<file path="src/rtl/int_ctrl_if.sv">
// Bus between the CPU core and the interrupt controller: raw lines and
// CPU-side controls in, request/cause/EPC and status out.
interface int_ctrl_if;
   logic [4:0]  irq_in;
   logic        ie;
   logic        mask_we;
   logic [4:0]  mask_wdata;
   logic        int_ack;
   logic        eret;
   logic [31:0] pc_in;
   logic        int_req;
   logic [2:0]  int_cause;
   logic [31:0] epc;
   logic [4:0]  mask;
   logic [4:0]  pending;
   logic        in_service;

   modport master (
      output irq_in, ie, mask_we, mask_wdata, int_ack, eret, pc_in,
      input  int_req, int_cause, epc, mask, pending, in_service
   );

   modport slave (
      input  irq_in, ie, mask_we, mask_wdata, int_ack, eret, pc_in,
      output int_req, int_cause, epc, mask, pending, in_service
   );
endinterface

</file>
<file path="src/rtl/int_ctrl.sv">
// Five-line interrupt controller: synchronizes external lines, tracks pending
// sources, arbitrates with fixed priority and runs a single-level handshake.
module int_ctrl #(
   parameter int         SYNC_STAGES = 2,
   parameter logic [4:0] EDGE_MASK   = 5'b00000
) (
   input logic        clk,
   input logic        rst,
   int_ctrl_if.slave  bus
);

   typedef enum logic [1:0] {IDLE, REQ, SERVICE} state_t;

   state_t      state;
   logic [4:0]  sync_chain [SYNC_STAGES];
   logic [4:0]  sync_now;
   logic [4:0]  sync_prev;
   logic [4:0]  pending_r;
   logic [4:0]  mask_r;
   logic [4:0]  eligible;
   logic [4:0]  rise;
   logic [4:0]  ack_clr;
   logic [2:0]  winner;
   logic [2:0]  cause_r;
   logic        int_req_r;
   logic        in_service_r;
   logic [31:0] epc_r;

   assign sync_now = sync_chain[SYNC_STAGES-1];
   assign rise     = sync_now & ~sync_prev;
   assign eligible = pending_r & mask_r & {5{bus.ie}};

   always_ff @(posedge clk) begin
      if (rst) begin
         for (int k = 0; k < SYNC_STAGES; k++) sync_chain[k] <= '0;
         sync_prev <= '0;
      end else begin
         sync_chain[0] <= bus.irq_in;
         for (int k = 1; k < SYNC_STAGES; k++) sync_chain[k] <= sync_chain[k-1];
         sync_prev <= sync_now;
      end
   end

   // Only an acknowledge of the source currently being requested clears it.
   always_comb begin
      ack_clr = '0;
      if (state == REQ && bus.int_ack) ack_clr[cause_r] = 1'b1;
   end

   always_comb begin
      winner = '0;
      for (int i = 4; i >= 0; i--) begin
         if (eligible[i]) winner = 3'(i);
      end
   end

   // Edge lines are sticky with set taking precedence; level lines follow sync.
   always_ff @(posedge clk) begin
      if (rst) begin
         pending_r <= '0;
         mask_r    <= '0;
      end else begin
         pending_r <= (EDGE_MASK & ((pending_r & ~ack_clr) | rise)) |
                      (~EDGE_MASK & sync_now);
         if (bus.mask_we) mask_r <= bus.mask_wdata;
      end
   end

   always_ff @(posedge clk) begin
      if (rst) begin
         state        <= IDLE;
         int_req_r    <= 1'b0;
         in_service_r <= 1'b0;
         cause_r      <= '0;
         epc_r        <= '0;
      end else begin
         case (state)
            IDLE: begin
               if (eligible != 5'b0) begin
                  state     <= REQ;
                  int_req_r <= 1'b1;
                  cause_r   <= winner;
               end
            end
            REQ: begin
               if (bus.int_ack) begin
                  state        <= SERVICE;
                  int_req_r    <= 1'b0;
                  in_service_r <= 1'b1;
                  epc_r        <= bus.pc_in;
               end
            end
            SERVICE: begin
               if (bus.eret) begin
                  state        <= IDLE;
                  in_service_r <= 1'b0;
               end
            end
            default: begin
               state        <= IDLE;
               int_req_r    <= 1'b0;
               in_service_r <= 1'b0;
            end
         endcase
      end
   end

   assign bus.int_req    = int_req_r;
   assign bus.int_cause  = cause_r;
   assign bus.epc        = epc_r;
   assign bus.mask       = mask_r;
   assign bus.pending    = pending_r;
   assign bus.in_service = in_service_r;

endmodule
</file>
<file path="src/flat_wrapper.sv">
// flat-port wrapper written by rule: the top's interface ports become plain ports
module int_ctrl_flat 
#(
   parameter int         SYNC_STAGES = 2,
   parameter logic [4:0] EDGE_MASK   = 5'b00000
)
  (clk, rst, bus_irq_in, bus_ie, bus_mask_we, bus_mask_wdata, bus_int_ack, bus_eret, bus_pc_in, bus_int_req, bus_int_cause, bus_epc, bus_mask, bus_pending, bus_in_service);
  int_ctrl_if bus_i ();
  input logic clk;
  input logic rst;
  input wire logic [$bits(bus_i.irq_in)-1:0] bus_irq_in;
  input wire logic [$bits(bus_i.ie)-1:0] bus_ie;
  input wire logic [$bits(bus_i.mask_we)-1:0] bus_mask_we;
  input wire logic [$bits(bus_i.mask_wdata)-1:0] bus_mask_wdata;
  input wire logic [$bits(bus_i.int_ack)-1:0] bus_int_ack;
  input wire logic [$bits(bus_i.eret)-1:0] bus_eret;
  input wire logic [$bits(bus_i.pc_in)-1:0] bus_pc_in;
  output wire logic [$bits(bus_i.int_req)-1:0] bus_int_req;
  output wire logic [$bits(bus_i.int_cause)-1:0] bus_int_cause;
  output wire logic [$bits(bus_i.epc)-1:0] bus_epc;
  output wire logic [$bits(bus_i.mask)-1:0] bus_mask;
  output wire logic [$bits(bus_i.pending)-1:0] bus_pending;
  output wire logic [$bits(bus_i.in_service)-1:0] bus_in_service;
  assign bus_i.irq_in = bus_irq_in;
  assign bus_i.ie = bus_ie;
  assign bus_i.mask_we = bus_mask_we;
  assign bus_i.mask_wdata = bus_mask_wdata;
  assign bus_i.int_ack = bus_int_ack;
  assign bus_i.eret = bus_eret;
  assign bus_i.pc_in = bus_pc_in;
  assign bus_int_req = bus_i.int_req;
  assign bus_int_cause = bus_i.int_cause;
  assign bus_epc = bus_i.epc;
  assign bus_mask = bus_i.mask;
  assign bus_pending = bus_i.pending;
  assign bus_in_service = bus_i.in_service;
  int_ctrl #(.SYNC_STAGES(SYNC_STAGES), .EDGE_MASK(EDGE_MASK)) u_core (.clk(clk), .rst(rst), .bus(bus_i));
endmodule
</file>
<file path="config.mk">
export PLATFORM = sky130hd
export DESIGN_NAME = int_ctrl_flat
export DESIGN_NICKNAME = d
export VERILOG_FILES = /design/src/rtl/int_ctrl_if.sv /design/src/rtl/int_ctrl.sv /design/src/flat_wrapper.sv
export SDC_FILE = /design/constraint.sdc
export NUM_CORES = 1
export LEC_CHECK = 0
export ABC_AREA = 1
export CORE_MARGIN = 2
export CORE_UTILIZATION = 38
export CTS_BUF_LIST = sky130_fd_sc_hd__clkbuf_4 sky130_fd_sc_hd__clkbuf_8
export CTS_CLUSTER_DIAMETER = 150
export CTS_CLUSTER_SIZE = 20
export DETAILED_ROUTE_END_ITERATION = 6
export HOLD_SLACK_MARGIN = 0.06
export MAX_ROUTING_LAYER = met4
export PLACE_DENSITY = 0.84
export SLEW_MARGIN = 30
export SYNTH_ARGS = -nofsm -noshare
export SYNTH_HDL_FRONTEND = slang
export SYNTH_SLANG_ARGS = --single-unit
</file>
<file path="constraint.sdc">
create_clock -name clk -period 1.15 [get_ports clk]
set_clock_uncertainty 0.15 [all_clocks]
set_input_delay 0.115 -clock clk [delete_from_list [all_inputs] [get_ports clk]]
set_output_delay 0.115 -clock clk [all_outputs]
set_load 0.005 [all_outputs]
</file>
* Word level (Yosys, flattened, before mapping)
Memory sizes are Yosys's and may differ from the RTL's. A register that Yosys moved wholly into a read port is not among the register bits. Index checks and enable logic that the tools add are counted.
Cells by class: equality and inequality tests 5, mux-type cells 20, bitwise logic cells 6, reductions and logical operators 7
Operators with widths (count):
- $mux 3 | 5
- $and 5x5->5 | 2
- $mux 5 | 2
- $reduce_and 3->1 | 3
- $mux 1 | 7
- $mux 2 | 3
- $pmux 1 s3 | 2
- $pmux 2 s3 | 1
- $reduce_bool 5->1 | 1
- $ne 2x2->1 const B | 2
- $reduce_and 2->1 | 2
- $eq 2x1->1 const B | 1
- $eq 2x2->1 const B | 1
- $logic_not 2->1 | 1
- $ne 2x1->1 const B | 1
- $not 1->1 | 2
- $or 1x1->1 | 2
Storage, ports and cells: register bits after elaboration 44, RAM bits 10, output and inout port bits 47, word-level logic and storage cells 45, memories kept 1
Memory list:
- u_core.sync_chain | words 2, width 5, rd ports 2, clocked after memory_dff 1, write ports 2, line int_ctrl.sv:15 | logic [4:0] sync_chain [SYNC_STAGES];

* Longest topological paths before layout
word-level depth 7, depth in mapped cells 8, mapped depth without buffers 8

* Worst setup path before layout
No wires, ideal clock.
path kind register -> register, start register u_core.state[1], end register u_core.int_req_r (netlist: u_core.bus.int_req), library setup time 0.070 ns, arrival time 0.957 ns, required time 0.930 ns, path slack -0.028 ns, cell stages (with the launch flop) 8, cell sequence dfxtp_1 > nor2_1 > inv_1 > nor2_1 > nand2_1 > nand2_1 > nand2_1 > a21oi_1
Between the ends: longest elaborated chain between the ends 3
Ends and longest elaborated chain:
- start, declared | line int_ctrl.sv:14 | state_t state;
- start signal, assigned | line int_ctrl.sv:71 | state <= IDLE;
- start signal, assigned | line int_ctrl.sv:80 | state <= REQ;
- start signal, assigned | line int_ctrl.sv:87 | state <= SERVICE;
- $eq 2x1->1, or another cell as far along
- $ne 2x2->1 (no source line), or another cell as far along
- $reduce_and 3->1 (no source line)
- end signal, assigned | line int_ctrl.sv:72 | int_req_r <= 1'b0;
- end signal, assigned | line int_ctrl.sv:81 | int_req_r <= 1'b1;
- end signal, assigned | line int_ctrl.sv:88 | int_req_r <= 1'b0;
- end, declared | line int_ctrl.sv:25 | logic int_req_r;
Parallel ways exist; a longest one is shown, timed or not. A chain may end at the register's enable or synchronous reset.

* Final worst setup path
start register u_core.pending_r[1] (netlist: u_core.bus.pending[1]) (read register of u_core.sync_chain), end register u_core.int_req_r (netlist: u_core.bus.int_req)
Between the ends: longest elaborated chain between the ends 5
Ends and longest elaborated chain:
- start, declared | line int_ctrl.sv:18 | logic [4:0] pending_r;
- $and 5x5->5 (2 in a row) | line int_ctrl.sv:31 | assign eligible = pending_r & mask_r & {5{bus.ie}};
- $reduce_bool 5->1 | line int_ctrl.sv:79 | if (eligible != 5'b0) begin
- $ne 2x1->1 (no source line)
- $reduce_and 3->1 (no source line)
Every way passes these cells.

==> metrics.sh <==
VIAS=2288
TIMING.MAX_SLEW.REL_SLACK_PCT=71.2
FINALNETCOUNT=448
SYNTH-SEQ-AREA-SHARE_PCT=56.3
SYNTHTOPCELLSBYAREA='sky130_fd_sc_hd__dfxtp_1, sky130_fd_sc_hd__nand3_1, sky130_fd_sc_hd__a21oi_1'
POSTPLACECELLAREA_MM2=0.00324
YOSYS_REGISTER_BITS=59
CTS_TREE='done'
VIA_TO_CELL_RATIO=4.80
INITIALDRTVIOLATIONCOUNT=111
FF_LATCH_AREA_MM2=0.00124
FINALSETUPTNS_PS=-5150
CLKTRANSATPATHREGS_PS=70
PRE_CTS_WS_PS=-542
WORST-ENDPOINT-REQUIRED_PS=1260
FIN_TOTAL_PWR_mW=4.54
BOUNDARYPINS=95
MAXCAPVIOLATIONS=0
CRIT_PATH_MAX_FANOUT=2
FIN_UTIL_PCT=72.2
OUTCOME='complete, but fails checks'
DP.CELLS=433
CTS.SINKS=59
SETUP.WORST_PATH.END_CLASS='register'
FINAL_COMMON_CELL='sky130_fd_sc_hd__dfxtp_2'
FINAL-HOLD-VIOLATION-COUNT=0
COMMONEST_CELLS_AFTER_ROUTING_FILL_AND_TAPS_ASIDE='sky130_fd_sc_hd__dfxtp_2, sky130_fd_sc_hd__clkdlybuf4s50_1, sky130_fd_sc_hd__nand3_1'
WORST_EP_ARRIVAL_TIME_PS=1490
PWR_DENSITY_CELL_mW_PER_MM2=1160
DETAILED_PLACE_HPWL_MM=3.91
POST_SYNTH_INSTANCE_AREA_MM2=0.00210
INITIAL_CORE_UTIL_PCT=38.8
DIE_AREA_MM2=0.00613
NUM_ROWS=27
GRT_PASS1_WL_MM=10.0
FINAL_WORST_HOLD_SLACK_PS=90.3
CLOCK_TREE.ROOT_CELL='sky130_fd_sc_hd__clkbuf_8'
SYN_INST=267
CRIT_TYPE='reg2reg'
POSTROUTEANTENNANETS=0
POST_SYNTH.CELL_AREA_AVG_UM2=7.85
MIN_CLOCK_PERIOD_POST_ROUTE_PS=1380
CTSLONGESTPATHBUFFERS=2
ROUTABILITY_CONGESTION=0.782
H-TREE-DEPTH=3
TIGHTEST_SLEW_PS=433
FAILING_CHECKS='negative setup slack'
GRT_SETUP_UNREPAIRED='yes'
YOSYSTOPAREACELLSHARE_PCT=56.3
WHS_PATH_DEPTH=3
NETLIST-CELL-TYPE-COUNT=15
FIRST_GLOBAL_VIAS=2139
LEADING_AREA_CONTRIBUTOR_AFTER_SYNTHESIS='sky130_fd_sc_hd__dfxtp_1'
SLEW_VIOLATIONS=0
LEAKAGEPOWER_nW=1.64
AVGROUTEDWIREPERCELL_UM=14.4
NFILLCELLS=431
CLK-INSERTION-DELAY-LATE_PS=340
GRT_MAX_DEGREE=27
SYN_NETS=315
GRTUSAGETOTAL_PCT=21.8
GRT.OVERFLOW.TOTAL=0
STDCELL_COUNT=477
IO_BUFFERS=94
CTS_MADE_BUFFERS=9
POWER.IR.VDD_WORST_mV=0.792
START_KIND='register'
DRT-PASS1-ITER-COUNT=4
SETUP_VIOL=41
POSTLAYOUTSETUPSLACKWORST_PS=-226
REMAINING_DRC_ERRORS=0
FINAL_AREA_MM2=0.00390
MULTI_INPUT_AREA_MM2=0.00107
YS.WARNINGS.COUNT=0
FMAX_MHz=727
AREA.GROWTH.SYNTH_TO_FINAL_PCT=86.0
FINAL_MIN_PERIOD_OVER_CLOCK_PERIOD_PCT=120
CORE_AREA_MM2=0.00541
ANTENNA-DIODE-COUNT=0
REG2REGPATHDEPTH=9
NUMBER_OF_ANTENNA_VIOLATIONS_AT_THE_FIRST_CHECK_IN_GLOBAL_ROUTING=0
WORSTHOLDPATHTYPE='in2reg'
DIE_WIDTH_UM=78.3
DRIVE_GT1_SHARE_PCT=55.1
DIE_Y_UM=78.3
FINALWIRELENGTH_MM=6.88
==> synthesized netlist by cell type <==
cell                       instances
sky130_fd_sc_hd__dfxtp_1          59
sky130_fd_sc_hd__nand2_1          46
sky130_fd_sc_hd__nand3_1          40
sky130_fd_sc_hd__a21oi_1          37
sky130_fd_sc_hd__nor2_1           33
sky130_fd_sc_hd__inv_1            24
sky130_fd_sc_hd__buf_2             8
sky130_fd_sc_hd__clkbuf_1          8
sky130_fd_sc_hd__o21ai_0           5
sky130_fd_sc_hd__nand2_2           2
sky130_fd_sc_hd__a21boi_0          1
sky130_fd_sc_hd__nand4_1           1
sky130_fd_sc_hd__nor2_4            1
sky130_fd_sc_hd__nor3_1            1
sky130_fd_sc_hd__or2_2             1
==> cell families (layout without fill, tap and decap cells) <==
logic type,after synthesis,count (layout),synth area share [%]
AOI/OAI and AO/OA,43,43,10.4
DFF,59,59,56.3
buffers and inverters,40,178,7.64
and+or+nand+nor,125,125,25.7
==> worst max-delay path, cell delays in order, from the launching register on <==
cell,delay (ps)
sky130_fd_sc_hd__dfxtp_2,340
sky130_fd_sc_hd__buf_6,120
sky130_fd_sc_hd__nand3_4,90
sky130_fd_sc_hd__nand2_4,70
sky130_fd_sc_hd__buf_4,130
sky130_fd_sc_hd__nor2_1,90
sky130_fd_sc_hd__nand2_1,70
sky130_fd_sc_hd__nand2_1,90
sky130_fd_sc_hd__nand2_1,60
sky130_fd_sc_hd__a21oi_1,110
==> worst paths after layout <==
path | from | to | slack [ps]
worst min-delay path | rst | u_core.bus.pending[2] | 90
worst min register to register | u_core.sync_chain[1][1] | u_core.bus.pending[1] | 240
worst max register to register | u_core.bus.pending[1] | u_core.bus.int_req | -230
worst max-delay path | u_core.bus.pending[1] | u_core.bus.int_req | -230
==> cell type report <==
type / count / share of cell area [%]
Timing Repair Buffer: 138 / 31.0
Clock inverter: 6 / 1.67
Inverter: 24 / 2.31
Clock buffer: 10 / 3.53
Tap cell: 72 / 2.31
Multi-Input combinational cell: 168 / 27.3
Sequential cell: 59 / 31.9
==> sequential cells by signal, summed over array words and instances, names as in the netlist <==
signal,count
u_core.bus.in_service,1
u_core.sync_chain,10
u_core.bus.epc,32
u_core.bus.mask,5
u_core.bus.int_req,1
u_core.state,2
u_core.bus.pending,5
u_core.bus.int_cause,3
==> power breakdown <==
group          switching (mW)  internal (mW)
clock network           0.874           1.05
registers              0.0294           2.10
logic                   0.202          0.281
total                    1.10           3.43
==> layer usage <==
layer	track usage [%]	vias to the layer above	routed length, um
li1	-	1128	-
met1	25.5	1052	2760
met2	35.9	83	3550
met3	4.83	25	362
met4	10.0	0	207
met5	-	-	0
==> repair_timing <==
| item | 4_1_cts | 5_1_grt |
|---|---|---|
| pin swaps | 19 | 17 |
| endpoints found under the setup margin | 85 | 71 |
| buffers inserted | 13 | 9 |
| hold endpoints to repair | 1 | 0 |
| gates resized for setup | 228 | 86 |
| hold buffers | 1 | 0 |
| gates cloned | 3 | 2 |
No activity file was read; power rests on OpenSTA's default activity.
